## src/rtl/mult_share_arb.sv

```systemverilog
// mult_share_arb: round-robin share of one external 16x16 signed multiplier
// among N_CH demodulator channels. Operands arrive in offset binary and are
// converted to two's complement on acceptance. A tag pipeline keeps the
// channel index aligned with the multiplier latency. Each completed product
// is returned as a Q15 response.
module mult_share_arb #(
  parameter int unsigned N_CH     = 4,
  parameter int unsigned MULT_LAT = 0
) (
  input  logic                 clk,
  input  logic                 rst,
  input  logic [N_CH-1:0]      ch_en,
  input  logic [N_CH-1:0]      req_valid,
  output logic [N_CH-1:0]      req_ready,
  input  logic [N_CH*16-1:0]   req_sig,
  input  logic [N_CH*16-1:0]   req_car,
  output logic [15:0]          mul_a,
  output logic [15:0]          mul_b,
  input  logic [31:0]          mul_res,
  output logic                 rsp_valid,
  output logic [2:0]           rsp_ch,
  output logic [15:0]          rsp_data,
  output logic                 busy
);

  localparam int unsigned DW    = 16;
  localparam int unsigned CH_W  = 3;
  localparam int unsigned MAX_CH = 8;
  localparam int unsigned N_TAG = MULT_LAT + 1;

  // Arbitration state and combinational grant
  logic [CH_W-1:0]            last_grant_q, last_grant_d;
  logic [MAX_CH-1:0]          cand_c;
  logic                       grant_any_c;
  logic [CH_W-1:0]            grant_idx_c;
  logic [MAX_CH-1:0]          grant_vec_c;
  logic [DW-1:0]              sig_sel_c;
  logic [DW-1:0]              car_sel_c;

  // Operand registers
  logic [DW-1:0]              mul_a_q, mul_a_d;
  logic [DW-1:0]              mul_b_q, mul_b_d;

  // Tag pipeline aligned with the multiplier result
  logic [N_TAG-1:0]           tag_vld_q, tag_vld_d;
  logic [N_TAG-1:0][CH_W-1:0] tag_ch_q,  tag_ch_d;

  // Response registers
  logic                       rsp_valid_q, rsp_valid_d;
  logic [CH_W-1:0]            rsp_ch_q,    rsp_ch_d;
  logic [DW-1:0]              rsp_data_q,  rsp_data_d;
  logic                       busy_q,      busy_d;

  // The low product bits fall below Q15 resolution and are dropped
  logic                       unused_res_c;
  assign unused_res_c = ^mul_res[14:0];

  // Round-robin search starting one past the last granted channel
  always_comb begin
    cand_c      = MAX_CH'(req_valid & ch_en);
    grant_any_c = 1'b0;
    grant_idx_c = '0;
    for (int unsigned k = 1; k <= N_CH; k++) begin
      logic [CH_W-1:0] idx;
      idx = CH_W'((32'(last_grant_q) + k) % N_CH);
      if (!grant_any_c && cand_c[idx]) begin
        grant_any_c = 1'b1;
        grant_idx_c = idx;
      end
    end
    // No grant may be issued while reset is asserted
    if (!rst) begin
      grant_any_c = 1'b0;
      grant_idx_c = '0;
    end
    grant_vec_c = grant_any_c ? (MAX_CH'(1) << grant_idx_c) : '0;
  end

  assign req_ready = N_CH'(grant_vec_c);

  // Select the granted channel's operand pair
  always_comb begin
    sig_sel_c = '0;
    car_sel_c = '0;
    for (int unsigned i = 0; i < N_CH; i++) begin
      if (grant_vec_c[i]) begin
        sig_sel_c = req_sig[i*DW +: DW];
        car_sel_c = req_car[i*DW +: DW];
      end
    end
  end

  // Next-state: arbiter pointer, operands, tag shift, response stage
  always_comb begin
    last_grant_d = last_grant_q;
    mul_a_d      = mul_a_q;
    mul_b_d      = mul_b_q;
    tag_vld_d    = '0;
    tag_ch_d     = '0;
    rsp_valid_d  = 1'b0;
    rsp_ch_d     = rsp_ch_q;
    rsp_data_d   = rsp_data_q;

    if (grant_any_c) begin
      last_grant_d = grant_idx_c;
      // Offset binary to two's complement: flip the MSB
      mul_a_d      = {~sig_sel_c[DW-1], sig_sel_c[DW-2:0]};
      mul_b_d      = {~car_sel_c[DW-1], car_sel_c[DW-2:0]};
    end

    tag_vld_d[0] = grant_any_c;
    tag_ch_d[0]  = grant_idx_c;
    for (int unsigned i = 1; i < N_TAG; i++) begin
      tag_vld_d[i] = tag_vld_q[i-1];
      tag_ch_d[i]  = tag_ch_q[i-1];
    end

    // Oldest tag lines up with mul_res; capture Q15 with saturation
    rsp_valid_d = tag_vld_q[N_TAG-1];
    if (tag_vld_q[N_TAG-1]) begin
      rsp_ch_d = tag_ch_q[N_TAG-1];
      if (mul_res[31:30] == 2'b01) begin
        rsp_data_d = 16'h7FFF;
      end else begin
        rsp_data_d = mul_res[30:15];
      end
    end

    busy_d = (|tag_vld_d) | rsp_valid_d;
  end

  // State registers with asynchronous active-low reset
  always_ff @(posedge clk or negedge rst) begin
    if (!rst) begin
      last_grant_q <= CH_W'(N_CH - 1);
      mul_a_q      <= '0;
      mul_b_q      <= '0;
      tag_vld_q    <= '0;
      tag_ch_q     <= '0;
      rsp_valid_q  <= 1'b0;
      rsp_ch_q     <= '0;
      rsp_data_q   <= '0;
      busy_q       <= 1'b0;
    end else begin
      last_grant_q <= last_grant_d;
      mul_a_q      <= mul_a_d;
      mul_b_q      <= mul_b_d;
      tag_vld_q    <= tag_vld_d;
      tag_ch_q     <= tag_ch_d;
      rsp_valid_q  <= rsp_valid_d;
      rsp_ch_q     <= rsp_ch_d;
      rsp_data_q   <= rsp_data_d;
      busy_q       <= busy_d;
    end
  end

  assign mul_a     = mul_a_q;
  assign mul_b     = mul_b_q;
  assign rsp_valid = rsp_valid_q;
  assign rsp_ch    = rsp_ch_q;
  assign rsp_data  = rsp_data_q;
  assign busy      = busy_q;

endmodule

```

## config.mk

```make
export PLATFORM = sky130hd
export DESIGN_NAME = mult_share_arb
export DESIGN_NICKNAME = d
export VERILOG_FILES = /design/src/rtl/mult_share_arb.sv
export SDC_FILE = /design/constraint.sdc
export NUM_CORES = 1
export LEC_CHECK = 0
export CAP_MARGIN = 5
export CORE_MARGIN = 5
export CORE_UTILIZATION = 37
export DETAILED_ROUTE_END_ITERATION = 8
export GPL_TIMING_DRIVEN = 0
export HOLD_SLACK_MARGIN = 0.1
export PLACE_DENSITY = 0.82
export SYNTH_ARGS = -nofsm -noshare
export SYNTH_HDL_FRONTEND = slang
export SYNTH_SLANG_ARGS = --single-unit
```

## constraint.sdc

```tcl
create_clock -name clk -period 3.1 [get_ports clk]
set_input_delay 0.62 -clock clk [delete_from_list [all_inputs] [get_ports clk]]
set_output_delay 0.62 -clock clk [all_outputs]
set_load 0.005 [all_outputs]
```

After elaboration in Yosys (flattened, before gate mapping)
Cells that the tools add are included.
- register bits after elaboration: 59
- output and inout port bits: 57
- logic and storage cells: 57
- $add $sub $neg: 4
- order comparisons: 4
- equal/unequal tests: 1
- shift-type cells: 1
- mux-type cells: 28
- bitwise logic cells: 4
- reduce and logical (&&, ||, !) cells: 6
- operator list (operator ; number):
    2-to-1 mux 16 bit ; 9
    less-than comparator 2 x 4 -> 1 bit, second input constant ; 4
    2-to-1 mux 1 bit ; 9
    2-to-1 mux 3 bit ; 3
    binary-select mux 1 bit (select 2 bit) ; 4
    adder 2 x 1 -> 2 bit, second input constant ; 2
    adder 2 bit, second input constant ; 2
    bitwise AND 4 bit ; 1
    2-to-1 mux 2 bit ; 2
    2-to-1 mux 4 bit ; 1
    << shifter 1 x 3 -> 4 bit, first input constant ; 1
    logical AND 1 bit ; 3
    logical NOT 1 bit ; 3
    == test 2 x 1 -> 1 bit, second input constant ; 1
    NOT 1 bit ; 2
    OR 1 bit ; 1

Logic depth before layout (Yosys ltp)
- depth in word-level cells: 21
- mapped depth: 7
- gate-level depth less buffers: 6

Worst setup path before layout
OpenSTA, ideal clock, no wires.
- kind: input port to output port
- start point: in req_valid[1]
- end point: out req_ready[0]
- arrival time: 1.705 ns
- data required time: 2.480 ns
- path slack: 0.775 ns
- cell stages on the path: 7
- cells stage by stage: nand2_1 o21ba_2 o211ai_1 buf_2 buf_2 nand2_1 nor2_1
- cells in the longest elaborated chain, start to end: 16
- ends and longest elaborated chain (what ; RTL line ; source):
    start, declared ; 13 ; input logic [N_CH-1:0] req_valid,
    bitwise AND 4 bit (*) ; 60 ; cand_c = MAX_CH'(req_valid & ch_en);
    binary-select mux 1 bit (select 2 bit) ; 66 ; if (!grant_any_c && cand_c[idx]) begin
    2-to-1 mux 1 bit (not written as such) ; 66 ;
    2-to-1 mux 1 bit ; 66 ;
    logical NOT 1 bit ; 66 ;
    logical AND 1 bit ; 66 ;
    2-to-1 mux 1 bit ; 66 ;
    logical NOT 1 bit ; 66 ;
    logical AND 1 bit ; 66 ;
    2-to-1 mux 1 bit ; 66 ;
    logical NOT 1 bit ; 66 ;
    logical AND 1 bit ; 66 ;
    2-to-1 mux 3 bit ; 66 ;
    2-to-1 mux 3 bit ; 72 ; if (!rst) begin
    << shifter 1 x 3 -> 4 bit ; 76 ; grant_vec_c = grant_any_c ? (MAX_CH'(1) << grant_idx_c) : '0;
    2-to-1 mux 4 bit (*) ; 76 ;
    end, declared ; 14 ; output logic [N_CH-1:0] req_ready,
Every way passes the cells marked *; elsewhere a longest branch is shown, timed or not. The select of a mux whose other input is x is not followed.

Worst setup path in the final report
- start point: in req_valid[0]
- end point: out req_ready[0]
The elaborated chain is that of the path after synthesis.

==> metrics.csv <==
metric,value,unit
fin_hold_ws,354.0,ps
wirelength,13.17,mm
synth_cell_type_count,37,
cts.sinks,57,
p_leak,2.232,nW
io_pins,227,
yosys_warnings,0,
via_per_inst,5.405,
htree_levels,3,
vias,3643,
worst_pin_slew,743.4,ps
cp_max_fo,5,
start_util,37.73,%
die_w,101.3,um
path_clk_slew,70,ps
ys_async_sr_fraction,100.0,%
gp_congestion,0.8117,
nFillCells,632,
area_delta_synth_final,83.89,%
io_buffers,210,
synthFlopType,dfrtp_1,
fp.dieH,101.3,um
hold_violations,0,
wl_per_cell,19.54,um
drv_slew,0,
min_period,2967,ps
synth_edf_count,0,
cts_tree,yes,
insertion_delay,330,ps
fmax,0.3370,GHz
grt_overflow,0,
drive_gt1_share,9.490,%
grt_max_degree,32,
hold_buffers,0,
slew_headroom,50.44,%
drt_first_pass_iters,4,
avgSynthCellArea,9.262,sq um
core_area,8175,sq um
route.detailed.drc,0,
fin_skew,8.045,ps
rsz0062_at_grt,false,
insertedDiodeCount,0,
critPathLaunchType,primary input,
status,finished clean,
ys_ff_latch,57,
post-route-util,69.38,%
synth_top_cells_by_area,"dfrtp_1 45%, nand2_1 8.8%, a311oi_1 8.5%",
grt_antenna_before_repair,0,
drv_cap,0,
crit_type,in2out,
cts-buffers-inserted,9,
synthCells,333,
clk_path_buf_depth,2,
grt_pass1_vias,3899,
syn_area,3084,sq um
grt_pass1_wl,19.78,mm
tns,0,ps
drt-initial-drc-count,107,
min_path_type,in2async,
end_kind,output pin,
synth_top_area_share,44.62,%
synth_most_common_cell,nand2_1,
nNetsFinal,734,
rows,33,
cts-root-buf,clkbuf_8,
p_per_area,521.7,nW/um^2
ir_worst_vdd,0.0002599,V
dp_hpwl,9.823,mm
setup_viol,0,
antenna_left,0,
layout_worst_path_cycle_share,95.72,%
syn_nets,503,
yosysSeqAreaShare,46.33,%
synth_commonest_cells,"72 x nand2_1, 55 x dfrtp_1, 35 x nor2_1",
synth.largest_area_cell,dfrtp_1,
crit_arrival,2350,ps
globalRouteTotalUtil,25.13,%
cp.required,2480,ps
dieArea,10260,sq um
## registers in the layout (all words and copies together), names as in the netlist
register	count
busy	1
last_grant_q	2
mul_a	16
mul_b	16
rsp_ch	2
rsp_data	16
rsp_valid	1
rsp_valid_d	1
tag_ch_q	2
## critical path: stages
cell             delay [ps]
clkdlybuf4s50_1         510
a22o_1                  200
nand2_1                  70
o211ai_1                210
buf_4                   170
buf_8                   120
nand2_4                  80
nor2_4                  120
dlygate4sd2_1           240
## metrics by stage
| stage | cells | setup WS [ps] | cell area (sq um) | power (mW) |
|---|---|---|---|---|
| 2_1_floorplan | 333 | 775.4 | 3084 | 1.503 |
| 3_3_place_gp | 648 | -2363 | 5318 | 2.204 |
| 3_5_place_dp | 649 | -649.0 | 5333 | 2.239 |
| 4_1_cts | 674 | 85.61 | 5672 | 2.973 |
| 5_1_grt | 674 | 23.32 | 5672 | 3.127 |
| 6_report | 674 | 132.5 | 5672 | 2.959 |
## cells in the final DEF, fill, tap and decap left out, drive strengths merged, types with 2 or more instances in the layout
cell type | netlist | layout
o21ai | 3 | 3
clkbuf | 18 | 30
buf | 12 | 22
dfrtp | 55 | 55
o22a | 15 | 15
nor3b | 31 | 31
a311oi | 30 | 30
dlygate4sd2 | 0 | 6
nand2 | 72 | 72
clkinv | 0 | 3
nor2 | 36 | 36
mux2 | 4 | 4
inv | 4 | 4
clkdlybuf4s50 | 0 | 203
dfstp | 2 | 2
a211oi | 30 | 30
o211ai | 3 | 3
## worst paths after layout
path / from / end / slack [ps] / depth (start not counted)
max: req_valid[0] / req_ready[0] / 130 / 9
min: rst / rsp_data[6]$_DFFE_PN0P_ / 350 / 1
max reg2reg: last_grant_q[0]$_DFFE_PN1P_ / mul_b[11]$_DFFE_PN0P_ / 620 / 9
min reg2reg: rsp_valid_d$_DFF_PN0_ / rsp_valid$_DFF_PN0_ / 440 / 0
max in group asynchronous: rst / rsp_data[12]$_DFFE_PN0P_ / 2130 / 2
min in group clk: rsp_valid_d$_DFF_PN0_ / rsp_valid$_DFF_PN0_ / 440 / 0
## logic make-up (layout without fill, tap and decap cells)
kind of cell / Yosys count / after routing / share of synthesized area (%)
AO/OA/AOI/OAI: 90 / 90 / 24.58
other: 1 / 1 / 0.1216
flip-flops: 57 / 57 / 46.33
multiplexers: 4 / 4 / 1.460
AND/OR/NAND/NOR: 147 / 147 / 22.48
buffers and inverters: 34 / 270 / 5.030
## area by class of cell
class	instances	area, sq um	area share (%)
plain buffers	29	158.9	2.802
clock buffers	12	145.1	2.559
clock inverters	4	45.04	0.7942
inverters	4	15.01	0.2647
multi-input cells	242	1538	27.11
flip-flops and latches	57	1429	25.19
well taps	105	131.4	2.316
repair buffers	221	2210	38.96
## report_power, final
part / leakage [nW] / internal, mW / switching [mW]
sequential: 0.654 / 0.915 / 0.101
clock: 0.100 / 0.390 / 0.298
combinational: 1.48 / 0.709 / 0.547
## routing by layer
layer | share of wire, % | vias up | global-route usage [%]
met1 | 38 | 1741 | 27.89
met4 | 1.7 | 0 | 8.180
li1 | - | 1682 | -
met3 | 9.9 | 16 | 8.264
met5 | 0 | - | 0
met2 | 50 | 204 | 45.22
## timing repair
item                       4_1_cts  5_1_grt
setup endpoints to repair        4        2
resized for setup               23        1
cloned                           1        0
buffers inserted                 9        0
pin swaps                        9        0
(Power assumes the default switching activity.)
